===== config.mk =====
export PLATFORM = sky130hd
export DESIGN_NAME = lfsr_random_gen
export DESIGN_NICKNAME = d
export VERILOG_FILES = /design/src/rtl/lfsr_pkg.sv /design/src/rtl/lfsr_random_gen.sv
export SDC_FILE = /design/constraint.sdc
export NUM_CORES = 1
export LEC_CHECK = 0
export CORE_MARGIN = 3
export CORE_UTILIZATION = 60
export CTS_CLUSTER_SIZE = 8
export DETAILED_ROUTE_END_ITERATION = 8
export DONT_BUFFER_PORTS = 1
export GPL_TIMING_DRIVEN = 0
export PLACE_DENSITY_LB_ADDON = 0.12
export SYNTH_ARGS = -nofsm -noshare
export SYNTH_HDL_FRONTEND = slang
export SYNTH_SLANG_ARGS = --single-unit

===== constraint.sdc =====
create_clock -name clk -period 2.5 [get_ports clk]
set_input_delay 0.25 -clock clk [delete_from_list [all_inputs] [get_ports clk]]
set_output_delay 0.25 -clock clk [all_outputs]
set_load 0.03 [all_outputs]

===== src/rtl/lfsr_pkg.sv =====
// Shared FSM encoding and maximal-length feedback masks for the LFSR random generator.
// Combinational constants only; no timing or flow-control behaviour.
package lfsr_pkg;

    typedef enum logic [1:0] {
        ST_IDLE  = 2'd0,
        ST_SHIFT = 2'd1,
        ST_DONE  = 2'd2
    } lfsr_state_e;

    localparam int LFSR_CNT_W = 8;

    // Bit i set means state[i] feeds the XOR; polynomial taps n map to bit n-1.
    function automatic logic [31:0] lfsr_default_taps(input int width);
        case (width)
            3:       return 32'h0000_0006;
            4:       return 32'h0000_000C;
            5:       return 32'h0000_0014;
            6:       return 32'h0000_0030;
            7:       return 32'h0000_0060;
            8:       return 32'h0000_00B8;
            9:       return 32'h0000_0110;
            10:      return 32'h0000_0240;
            11:      return 32'h0000_0500;
            12:      return 32'h0000_0829;
            13:      return 32'h0000_100D;
            14:      return 32'h0000_2015;
            15:      return 32'h0000_6000;
            16:      return 32'h0000_D008;
            17:      return 32'h0001_2000;
            18:      return 32'h0002_0400;
            19:      return 32'h0004_0023;
            20:      return 32'h0009_0000;
            21:      return 32'h0014_0000;
            22:      return 32'h0030_0000;
            23:      return 32'h0042_0000;
            24:      return 32'h00E1_0000;
            25:      return 32'h0120_0000;
            26:      return 32'h0200_0023;
            27:      return 32'h0400_0013;
            28:      return 32'h0900_0000;
            29:      return 32'h1400_0000;
            30:      return 32'h2000_0029;
            31:      return 32'h4800_0000;
            32:      return 32'h8020_0003;
            default: return 32'h0000_0000;
        endcase
    endfunction

endpackage


===== src/rtl/lfsr_random_gen.sv =====
// Fibonacci LFSR with free-run mode and a request FSM producing a number after STEPS shifts.
// Latency: req sampled at edge k gives valid after edge k+STEPS; no backpressure, valid is a one-cycle pulse.
module lfsr_random_gen
    import lfsr_pkg::*;
#(
    parameter int              WIDTH      = 10,
    parameter logic [WIDTH-1:0] TAPS      = WIDTH'(lfsr_default_taps(WIDTH)),
    parameter logic [WIDTH-1:0] RESET_SEED = WIDTH'(1),
    parameter int              STEPS      = WIDTH
) (
    input  logic             clk,
    input  logic             rst,
    input  logic             load,
    input  logic [WIDTH-1:0] seed,
    input  logic             en,
    input  logic             req,
    output logic [WIDTH-1:0] random_number,
    output logic             valid,
    output logic             busy,
    output logic             zero_seed
);

    lfsr_state_e            r_fsm;
    logic [LFSR_CNT_W-1:0]  r_count;
    logic [WIDTH-1:0]       r_state;
    logic                   r_valid;
    logic                   r_busy;
    logic                   r_zero_seed;

    logic                   w_feedback;
    logic [WIDTH-1:0]       w_shifted;
    logic                   w_seed_zero;

    always_comb begin
        w_feedback  = ^(r_state & TAPS);
        w_shifted   = {r_state[WIDTH-2:0], w_feedback};
        w_seed_zero = (seed == '0);
    end

    // Each branch writes r_state at most once, so at most one shift happens per edge.
    always_ff @(posedge clk or posedge rst) begin
        if (rst) begin
            r_state     <= RESET_SEED;
            r_fsm       <= ST_IDLE;
            r_count     <= '0;
            r_valid     <= 1'b0;
            r_busy      <= 1'b0;
            r_zero_seed <= 1'b0;
        end else if (load) begin
            r_state     <= w_seed_zero ? RESET_SEED : seed;
            r_zero_seed <= w_seed_zero;
            r_fsm       <= ST_IDLE;
            r_count     <= '0;
            r_valid     <= 1'b0;
            r_busy      <= 1'b0;
        end else begin
            r_valid <= 1'b0;
            case (r_fsm)
                ST_IDLE: begin
                    if (req) begin
                        r_fsm   <= ST_SHIFT;
                        r_count <= LFSR_CNT_W'(STEPS - 1);
                        r_busy  <= 1'b1;
                    end else if (en) begin
                        r_state <= w_shifted;
                    end
                end
                ST_SHIFT: begin
                    r_state <= w_shifted;
                    if (r_count == '0) begin
                        r_fsm   <= ST_DONE;
                        r_valid <= 1'b1;
                    end else begin
                        r_count <= r_count - LFSR_CNT_W'(1);
                    end
                end
                ST_DONE: begin
                    r_fsm  <= ST_IDLE;
                    r_busy <= 1'b0;
                end
                default: begin
                    r_fsm  <= ST_IDLE;
                    r_busy <= 1'b0;
                end
            endcase
        end
    end

    assign random_number = r_state;
    assign valid         = r_valid;
    assign busy          = r_busy;
    assign zero_seed     = r_zero_seed;

endmodule


# Word level (Yosys, flattened, before mapping)
# Cells that the tools add are included.
# word_totals
elab_cells	42
reg_bits	23
out_inout_bits	13
in_bits	15
# op_classes
reduce_logical	9
n_addsub	1
mux	19
eq_ne	7
# op_table
op	count
10-bit two-way mux	4
8-bit two-way mux	3
10-bit case mux with 2 select lines	1
8-bit case mux with 2 select lines	1
3-bit inequality test (second input constant)	5
10-bit zero test	1
10-bit XOR reduction	1
8-bit zero test	1
8-bit by 1-bit subtractor with 8-bit output (second input constant)	1
2-bit two-way mux	3
3-bit AND reduction	2
1-bit two-way mux	5
2-bit case mux with 2 select lines	1
2-bit AND reduction	2
3-bit nonzero test	1
2-bit by 1-bit == test with 1-bit output (second input constant)	1
2-bit zero test	1
2-bit inequality test (second input constant)	1
1-bit case mux with 2 select lines	1

# Logic depth before layout (Yosys ltp)
# Gate-level depths: netlist of the first run.
# logic_depth
ltp_word	5
depth_mapped	7
mapped_depth_nobuf	6

# Least setup slack after synthesis of the first run
# OpenSTA, ideal clock, no wires.
# synth_timing
kind	reg2reg
from	register r_count[0]
to	register r_count[5]
t_arrival_ns	1.576
required_ns	2.381
path_buffers	1
setup_slack_ns	0.805
period_less_slack_ns	1.695
stages_incl_launch_ff	8
setup_time_ns	0.119
cell_sequence	dfrtp_1 > inv_1 > ha_1 > nor4bb_1 > a21o_2 > buf_4 > o31a_1 > o21a_1
# synth_between
elab_chain_cells	4
elab_cells_between_ends	7
cone_classes	1 x add/sub; 1 x eq/ne; 3 x mux; 2 x reduce/logical
# synth_lines
item	line	rtl
from (decl)	lfsr_random_gen.sv:24	logic [LFSR_CNT_W-1:0] r_count;
from (signal assigned)	lfsr_random_gen.sv:62	r_count <= LFSR_CNT_W'(STEPS - 1);
from (signal assigned)	lfsr_random_gen.sv:74	r_count <= r_count - LFSR_CNT_W'(1);
8-bit by 1-bit subtractor with 8-bit output	lfsr_random_gen.sv:74	
8-bit two-way mux	lfsr_random_gen.sv:70	if (r_count == '0) begin
8-bit case mux with 2 select lines	lfsr_random_gen.sv:58	case (r_fsm)
8-bit two-way mux	lfsr_random_gen.sv:49	end else if (load) begin
# Several ways; a longest one is shown, not always the timed one. The select of a mux whose other input is x is not followed.
# A chain may end at the register's enable or synchronous reset.

# Worst setup path in the final report of the first run
# layout_timing
from	register r_count[0]
to	register r_count[1]
# Same word-level chain as after synthesis.

==> results of run 1 <==
-- area by class of cell --
class	instances	area (µm²)	share of cell area [%]
inverters	7	26.28	2.045
clock inverters	1	7.507	0.5842
plain buffers	3	22.52	1.753
multi-input cells	77	588.1	45.76
clock buffers	3	22.52	1.753
well taps	25	31.28	2.434
repair buffers	1	10.01	0.7790
flip-flops and latches	23	576.8	44.89
-- routing by layer --
layer / part of all wire (%) / track usage, %
met2: 52 / 37.77
met4: 2.2 / 10.76
met5: 0 / 0
met3: 7.4 / 7.872
met1: 38 / 22.52
-- worst register-to-register path, cell delays in order (launching register included) --
cell and delay, ps:
sky130_fd_sc_hd__dfrtp_1 450, sky130_fd_sc_hd__inv_1 120, sky130_fd_sc_hd__ha_1 190, sky130_fd_sc_hd__nor4bb_1 440, sky130_fd_sc_hd__a21o_2 220, sky130_fd_sc_hd__buf_4 160, sky130_fd_sc_hd__nor4_1 60, sky130_fd_sc_hd__o21a_1 170
-- final timing paths --
| path | from | cells after the start | endpoint |
|---|---|---|---|
| worst max-delay path | r_count[0]$_DFFE_PP0P_ | 7 | r_count[1]$_DFFE_PP0P_ |
| worst min-delay path | seed[0] | 2 | random_number[0]$_DFFE_PP1P_ |
| worst max register to register | r_count[0]$_DFFE_PP0P_ | 7 | r_count[1]$_DFFE_PP0P_ |
| worst min register to register | r_count[7]$_DFFE_PP0P_ | 1 | r_fsm[1]$_DFFE_PP0P_ |
| max in group asynchronous | rst | 2 | r_fsm[1]$_DFFE_PP0P_ |
| min in group asynchronous | rst | 2 | random_number[1]$_DFFE_PP0P_ |
-- layout by cell type (no fill, tap or decap), types with 3 or more instances in the layout --
cell                       count
sky130_fd_sc_hd__nor2_1       10
sky130_fd_sc_hd__dfrtp_1      22
sky130_fd_sc_hd__inv_1         7
sky130_fd_sc_hd__nand2_1       3
sky130_fd_sc_hd__nor3_1        3
sky130_fd_sc_hd__nor4_1        4
sky130_fd_sc_hd__a21oi_1       8
sky130_fd_sc_hd__mux2_2       18
sky130_fd_sc_hd__o21ai_0       3
sky130_fd_sc_hd__clkbuf_4      3
-- metrics by stage --
stage	hold slack, ps	util [%]	worst slack (ps)	cells	power (W)
detailed placement	369.1	68.38	670.9	135	0.0009203
global route	99.26	70.58	485.8	140	0.001175
floorplan	251.2	-	805.3	110	0.0008553
global placement	351.4	68.38	720.1	135	0.0009042
CTS	98.17	70.58	618.3	140	0.001108
finish	95.05	70.58	612.0	140	0.001102
-- state kept, by name (all words and copies together) (netlist names) --
signal / flops
r_count: 8
r_fsm: 2
random_number: 10
zero_seed: 1
valid: 1
busy: 1
-- repair_timing --
action	4_1_cts	5_1_grt
hold buffers	1	0
endpoints found under the hold margin	22	0
resized for setup	0	0
-- power breakdown --
group	internal, W	leakage [nW]	switching, W
clock network	0.0000615	0.0139	0.000124
logic	0.000151	0.235	0.000148
registers	0.000445	0.289	0.000173
-- logic make-up after synthesis --
family	Yosys count
simple gates	32
fa+ha+maj	2
mux	18
xor+xnor	2
flops	23
compound gates	23
buf+inv	10
-- cell usage after synthesis, drive strengths merged (2+ instances only) --
library cell	number	share of area, %
dfrtp	22	45
mux2	18	17
a21oi	8	3.3
buf	2	1.5
or3	2	1.0
nor4	5	3.8
inv	7	2.2
a311oi	2	1.4
ha	2	2.1
nand2	3	0.93
nor2	11	3.6
nor3	3	1.2
o21a	2	1.2
o21ai	3	1.2
nand2b	2	1.2
==> summary.md, run 1 <==
The die covers 2598 µm². Among all stages on the critical path, the largest delay is contributed by sky130_fd_sc_hd__dfrtp_1. Clock latency at the later pin of the worst-skew pair: 330 ps. The tools report the max-cap violation count as 0. The final-layout fill cell count was 146. The tools report the achievable frequency as 529.7 MHz. Summing over every cut layer, the via total after detailed routing is 861. The run gives 3 as the total clock buffers created by CTS. Summing the areas of all and, or, nand and nor instances in the mapped netlist gives 15.57% of the synthesized area. For the count of final hold-check violations, the log shows 0. The mean area per synthesized cell is 11.03 µm².

TritonCTS built the clock tree. In the synthesized netlist, mux cells make up 16.70% of the area. For flop-to-flop paths, the worst setup slack is 610 ps. In the routed design, unresolved DRC markers number 0. The area growth from synthesis to layout is 5.876%. The synthesized-area fraction occupied by ao, oa, aoi and oai cells is 12.68%, and the data arrival time at the worst-slack endpoint is 2130 ps. The number of nets in the final layout was 133; the leakage component of the power was 0.5379 nW. In the routed layout, each cell is associated on average with a via count of 6.150. The number of antenna diodes in the final layout is 0. The net count after synthesis was 127; the number of instances in the synthesized netlist was 110. At the worst endpoint, the required time is 2740 ps. Setup violations remaining at the end of the flow were counted as 0.

The initialized floorplan defines 15 standard-cell rows. From left edge to right edge, the die measures 50.98 µm. Setup repair after global routing left no endpoint under its margin. During placement, the flow inserted port buffers numbering 0. The cell area power density is 857.9 nW/µm². The tools report the initial core utilization as 66.67%. The first global-routing pass estimated 4.077 mm of wire. By area, the combinational part of the netlist is dominated by multiplexers. Yosys mapped a number of flops with a built-in enable equal to 0. The path class of the tightest hold or removal check is input port to flip-flop. Traced cell by cell, the critical path runs through inv_1 -> ha_1 -> nor4bb_1 -> a21o_2 -> buf_4 -> nor4_1 -> o21a_1. After layout, the minimum clock period comes to 1888 ps. In the final routed layout, each cell accounts on average for 16.62 µm. Synthesis instantiated 37 different standard cells from the library. The dominant delay contributor by cell family on the critical path is simple AND/OR/NAND/NOR gates. The post-CTS setup buffer count is 0. The number of iterations in the first detailed-routing pass is 4.

After synthesis the netlist holds a flip-flop and latch count of 23. Entering global routing, the biggest net connects 24 pins. After routing the design area is 1285 µm². The share of synthesized cell area in full adder, half adder and majority cells works out to 2.062%.

Max-slew violation total from the final report: 0. The logs give 0 for the final antenna-violating net count and 2 for the deepest clock path buffer count. The max-slew headroom at the worst pin was 44.01%. The run gives 2.327 mm as the sum of routed wire length over all layers.

The run gives 47.53% as the portion of the post-synthesis area used by sequential elements. Of all nets on the critical path, the largest fanout is 10. The tools report the count of pins on the block boundary as 28. The critical path capture point type is a flip-flop.

In this run the vertical extent of the chip is 50.98 µm. Clock-pin slew was measured on the worst setup and hold paths at 130 ps. Summing every instance area after synthesis gives 1214 µm². The number of H-tree levels is 1, and the standard cell area after detailed placement is 1245 µm².

The tree is rooted in a sky130_fd_sc_hd__clkbuf_4. After floorplanning, the core was sized to cover 1821 µm². The congestion estimate from routability-driven global placement came to 0.8433. For this run, the number of Yosys warnings is 0. The synthesized-area fraction occupied by xor and xnor cells is 1.443%. The run gives 0 ps as the total negative slack for setup checks.

The tools report the via count of the first global-routing pass as 927. After layout, the worst path uses 75.52% of the clock period. The number of antenna violations at the first check in global routing is 0, and the delay contributed by the slowest stage of the critical path is 450 ps. Category of the most critical setup path: flip-flop to flip-flop. The tools report the largest voltage drop on the vdd net as 0.6348 mV. Summed over all layers, the global routing overflow is 0. Cells with a size suffix above 1 make up 26.96% of the layout. The actual transition at the worst max-transition pin is 838.9 ps.

The leading register cell type out of synthesis is sky130_fd_sc_hd__dfrtp_1. The number of buffers and inverters on the critical path is 2. The flow ran to the end, and the final reports show no timing, DRC or antenna violations. Counting every sink on the clock net gives 23. Counting flops with an async set or reset pin after synthesis yields a share of 100.0%. The tools report the clock tree skew after final layout as 2.742 ps. Global routing consumed, over all layers together, 21.59% of the routing resources. The detailed router finished its first iteration with 10 violations. The detailed placer's ending HPWL was 1.701 mm. STA classifies the critical path startpoint as a flip-flop.
Power figures use the tool's default switching activity.
==> inputs of run 2 (changes only) <==
Settings changed: CORE_UTILIZATION 60 to 55.
Clock period 2.5 ns to 1.65 ns, I/O delays scaled along.
==> run 2 against run 1 <==
  * The flow now finishes with violations (negative setup slack)
  * Combinational power increased by 110%
  * Core utilization down 0.23 points
  * Total power rose by 65%
==> summary.md, run 2 (synthesis results as in run 1) <==
In this run the clock root is driven by a sky130_fd_sc_hd__clkbuf_4. TritonCTS built the clock tree. The count of buffers from port buffering came out at 0 (unchanged).

The aggregate global routing overflow is 0 (unchanged). The run gives 0 (unchanged) as the max-slew violation total from the final report. The leakage component of the power was 0.6013 nW (+12%).

Startpoint of the most critical register-to-register path: r_count[1]$_DFFE_PP0P_. The combined global-route utilization of all metal layers was 21.03% (-0.56 points). The initial core utilization is 60.02% (-6.6 points), and the placed cell count is 137 (+1.5%). The maximum fanout along the worst path is 3 (-7), and the via count of the first global-routing pass is 959 (+3.5%). The tools report the routed length on met2 as 1.423 mm (+17%).

In this run the worst setup path terminates at r_count[7]$_DFFE_PP0P_. The die outline area came out at 2806 µm² (+8.0%). Origin of the worst setup path: r_count[1]$_DFFE_PP0P_.

The delay contributed by the slowest stage of the critical path was 480 ps (+30 ps). Walking the worst path, the cells encountered are inv_2 -> ha_4 -> nor4bb_4 -> a21o_2 -> or4b_1 -> a21oi_1. The logs give 1.204 mm (+35%) for the detailed-routing wirelength on met1 and 34.3% (+7.2 points) for the portion of total power attributed to combinational logic.

The slowest stage of the critical path is the sky130_fd_sc_hd__or4b_1 cell. First-iteration detailed-routing DRC count: 23 (+13). The minimum hold slack was 32.49 ps (-62.57 ps); the routability congestion estimate was 0.8387 (-0.55%).

The number of failing setup endpoints in the final timing report is 2 (+2). The tools report the switching power as 0.0007177 W (+61%). Setup repair after global routing could not meet its margin everywhere. Number of iterations in the first detailed-routing pass: 4 (unchanged). The logs give 14.2% (-2.6 points) for the portion of total power attributed to the clock network and 0 (unchanged) for the final antenna-violating net count. In the layout the commonest cells are sky130_fd_sc_hd__dfrtp_1, sky130_fd_sc_hd__mux2_2, sky130_fd_sc_hd__buf_4, sky130_fd_sc_hd__nor2_1, sky130_fd_sc_hd__a21oi_1. The routed via count divided by cell count is 6.318 (+2.7%), and the multi-input gate area in the final layout is 633.1 µm² (+7.7%). The run finished, with violations left. The logs give 41.71% (-2.3 points) for the max-slew headroom at the worst pin and 1890 ps (-850 ps) for the required time of the worst setup path. The switching power as a share of total power was 39.41% (-0.96 points); the floorplan row count was 16 (+1). The path category of the worst min-delay check was input port to flip-flop.

The final reports fail on negative setup slack. The ratio of final minimum period to clock period was 101.7% (+26 points). The synthesis-to-finish area growth came out at 17.22%. The logs give 1.815 mm (+6.7%) for the detailed placer's ending HPWL and 579.3 µm² (+0.43%) for the sequential standard cell area. The cell count of the worst reg-to-reg path works out to 6 (-1).

For the sum of routed wire length over all layers, the log shows 2.848 mm (+22%). The cell area power density came out at 1280 nW/µm² (+49%). The overall die height is 52.98 µm (+3.9%).

The fraction of final layout cells with drive strength greater than 1 is 40.16% (+13 points), and the antenna diode count is 0 (unchanged). The run gives 139 (-4.8%) as the final-layout fill cell count. The tools report the worst slack at placement as -195.5 ps (-866.4 ps). The final critical-path setup slack is -28.12 ps (-640.1 ps), and the width of the chip is 52.98 µm (+3.9%). Total vias in the final route: 973 (+13%). Average wire length per cell after detail routing: 18.49 µm (+11%). The tools report the count of placed standard cells in the final layout, fillers left out as 154 (+10%). Floorplan core area: 2022 µm² (+11%). The final period demand of the worst path was 1678 ps (-209.9 ps); the achievable frequency was 595.9 MHz (+13%).

For the cell-internal power, the log shows 0.001104 W (+68%). Count of final hold-check violations: 0 (unchanged). For the clock sink count, the log shows 23 (unchanged).

The number of H-tree levels was 1 (unchanged); the count of pins on the block boundary was 28 (unchanged). The run gives 0 (unchanged) as the number of antenna violations at the first check in global routing. The total clock buffers created by CTS was 3 (unchanged); the actual transition at the worst max-transition pin was 873.4 ps (+34.48 ps). The portion of total power attributed to sequential cells was 51.5% (-4.6 points).

The tools report the clock tree skew after final layout as 3.476 ps (+0.7338 ps). The logs give 181 µm (+5.2%) for the met3 layer wire length in the routed design and -30 ps (-640 ps) for the register-to-register setup slack. The largest voltage drop on the vdd net is 0.8576 mV (+35%), and the number of design rule violations left after detail routing is 0 (unchanged).

The clock slew at the register clock pins of the worst setup and hold paths was 120 ps (about the same); the number of nets in the final layout was 145 (+9.0%). The largest net degree at the start of global routing was 24 (unchanged). The worst setup path is launched from a flip-flop. By startpoint and endpoint, the worst setup path is classified as flip-flop to flip-flop. For the max-cap violation count, the log shows 0 (unchanged). The end of the worst register-to-register path was r_count[7]$_DFFE_PP0P_. The library cell used most frequently in the layout, excluding fill and tap cells, is sky130_fd_sc_hd__dfrtp_1. The flip-flop count of the largest register, all copies and words added is 10 (unchanged). The logs give 2 (unchanged) for the deepest clock path buffer count and -44.14 ps (-44.14 ps) for the total negative slack for setup checks. The clock latency at the later pin of the worst-skew pair came out at 300 ps (-30 ps).

The wire length of the first global-routing pass is 4.250 mm (+4.2%). Data arrival time at the worst-slack endpoint: 1920 ps (-210 ps). Top layer used by detailed routing: met4. The tools report the final cell utilization of the core as 70.36% (-0.23 points). The critical path capture point type is a flip-flop.
run 2: power groups by stage:
| stage | logic, W | registers (W) | clock network [W] |
|---|---|---|---|
| floorplan | 0.000385 | 0.000917 | 0 |
| global placement | 0.000438 | 0.000944 | 0 |
| detailed placement | 0.000456 | 0.000948 | 0 |
| CTS | 0.000550 | 0.000937 | 0.000264 |
| global route | 0.000682 | 0.000955 | 0.000286 |
| finish | 0.000625 | 0.000939 | 0.000258 |
run 2: worst max-delay path, delay by kind of cell (launching register included):
family,cells,cell delay [ps]
AND/OR/NAND/NOR,2,630
buffers and inverters,1,70
adder cells (fa/ha/maj),1,150
flip-flops,1,400
AO/OA/AOI/OAI,2,380
run 2: metal layers:
layer | vias to the layer above | track usage [%]
met5 | - | 0
met1 | 492 | 26.70
li1 | 437 | -
met3 | 4 | 5.352
met4 | 0 | 7.660
met2 | 40 | 34.30
run 2: cell type report:
cell class	count	area share [%]
Timing Repair Buffer	13	6.860
Inverter	7	1.847
Clock buffer	4	1.847
Tap cell	27	2.375
Multi-Input combinational cell	77	44.50
Sequential cell	23	40.72
Buffer	3	1.847
run 2: worst min-delay path by stage:
stage / start / endpoint / slack [ps] / cells past startpoint
3_5_place_dp: rst / random_number[8]$_DFFE_PP0P_ / 280 / 1
4_1_cts: seed[0] / random_number[0]$_DFFE_PP1P_ / 40 / 2
5_1_grt: load / random_number[0]$_DFFE_PP1P_ / 40 / 2
2_1_floorplan: rst / busy$_DFFE_PP0P_ / 170 / 1
6_report: load / random_number[0]$_DFFE_PP1P_ / 30 / 2
3_3_place_gp: rst / r_count[3]$_DFFE_PP0P_ / 280 / 1
run 2: through the flow:
step / power, W / area, µm²
floorplan: 0.001302 / 1217
global placement: 0.001382 / 1251
detailed placement: 0.001404 / 1251
CTS: 0.001751 / 1373
global route: 0.001923 / 1423
finish: 0.001821 / 1423
run 2: what timing repair did:
action,in CTS,in global routing
pin swaps,5,5
hold buffers,1,0
endpoints found under the setup margin,9,14
endpoints found under the hold margin,22,0
gates resized for setup,5,6
setup buffers,7,4
cloned,1,0
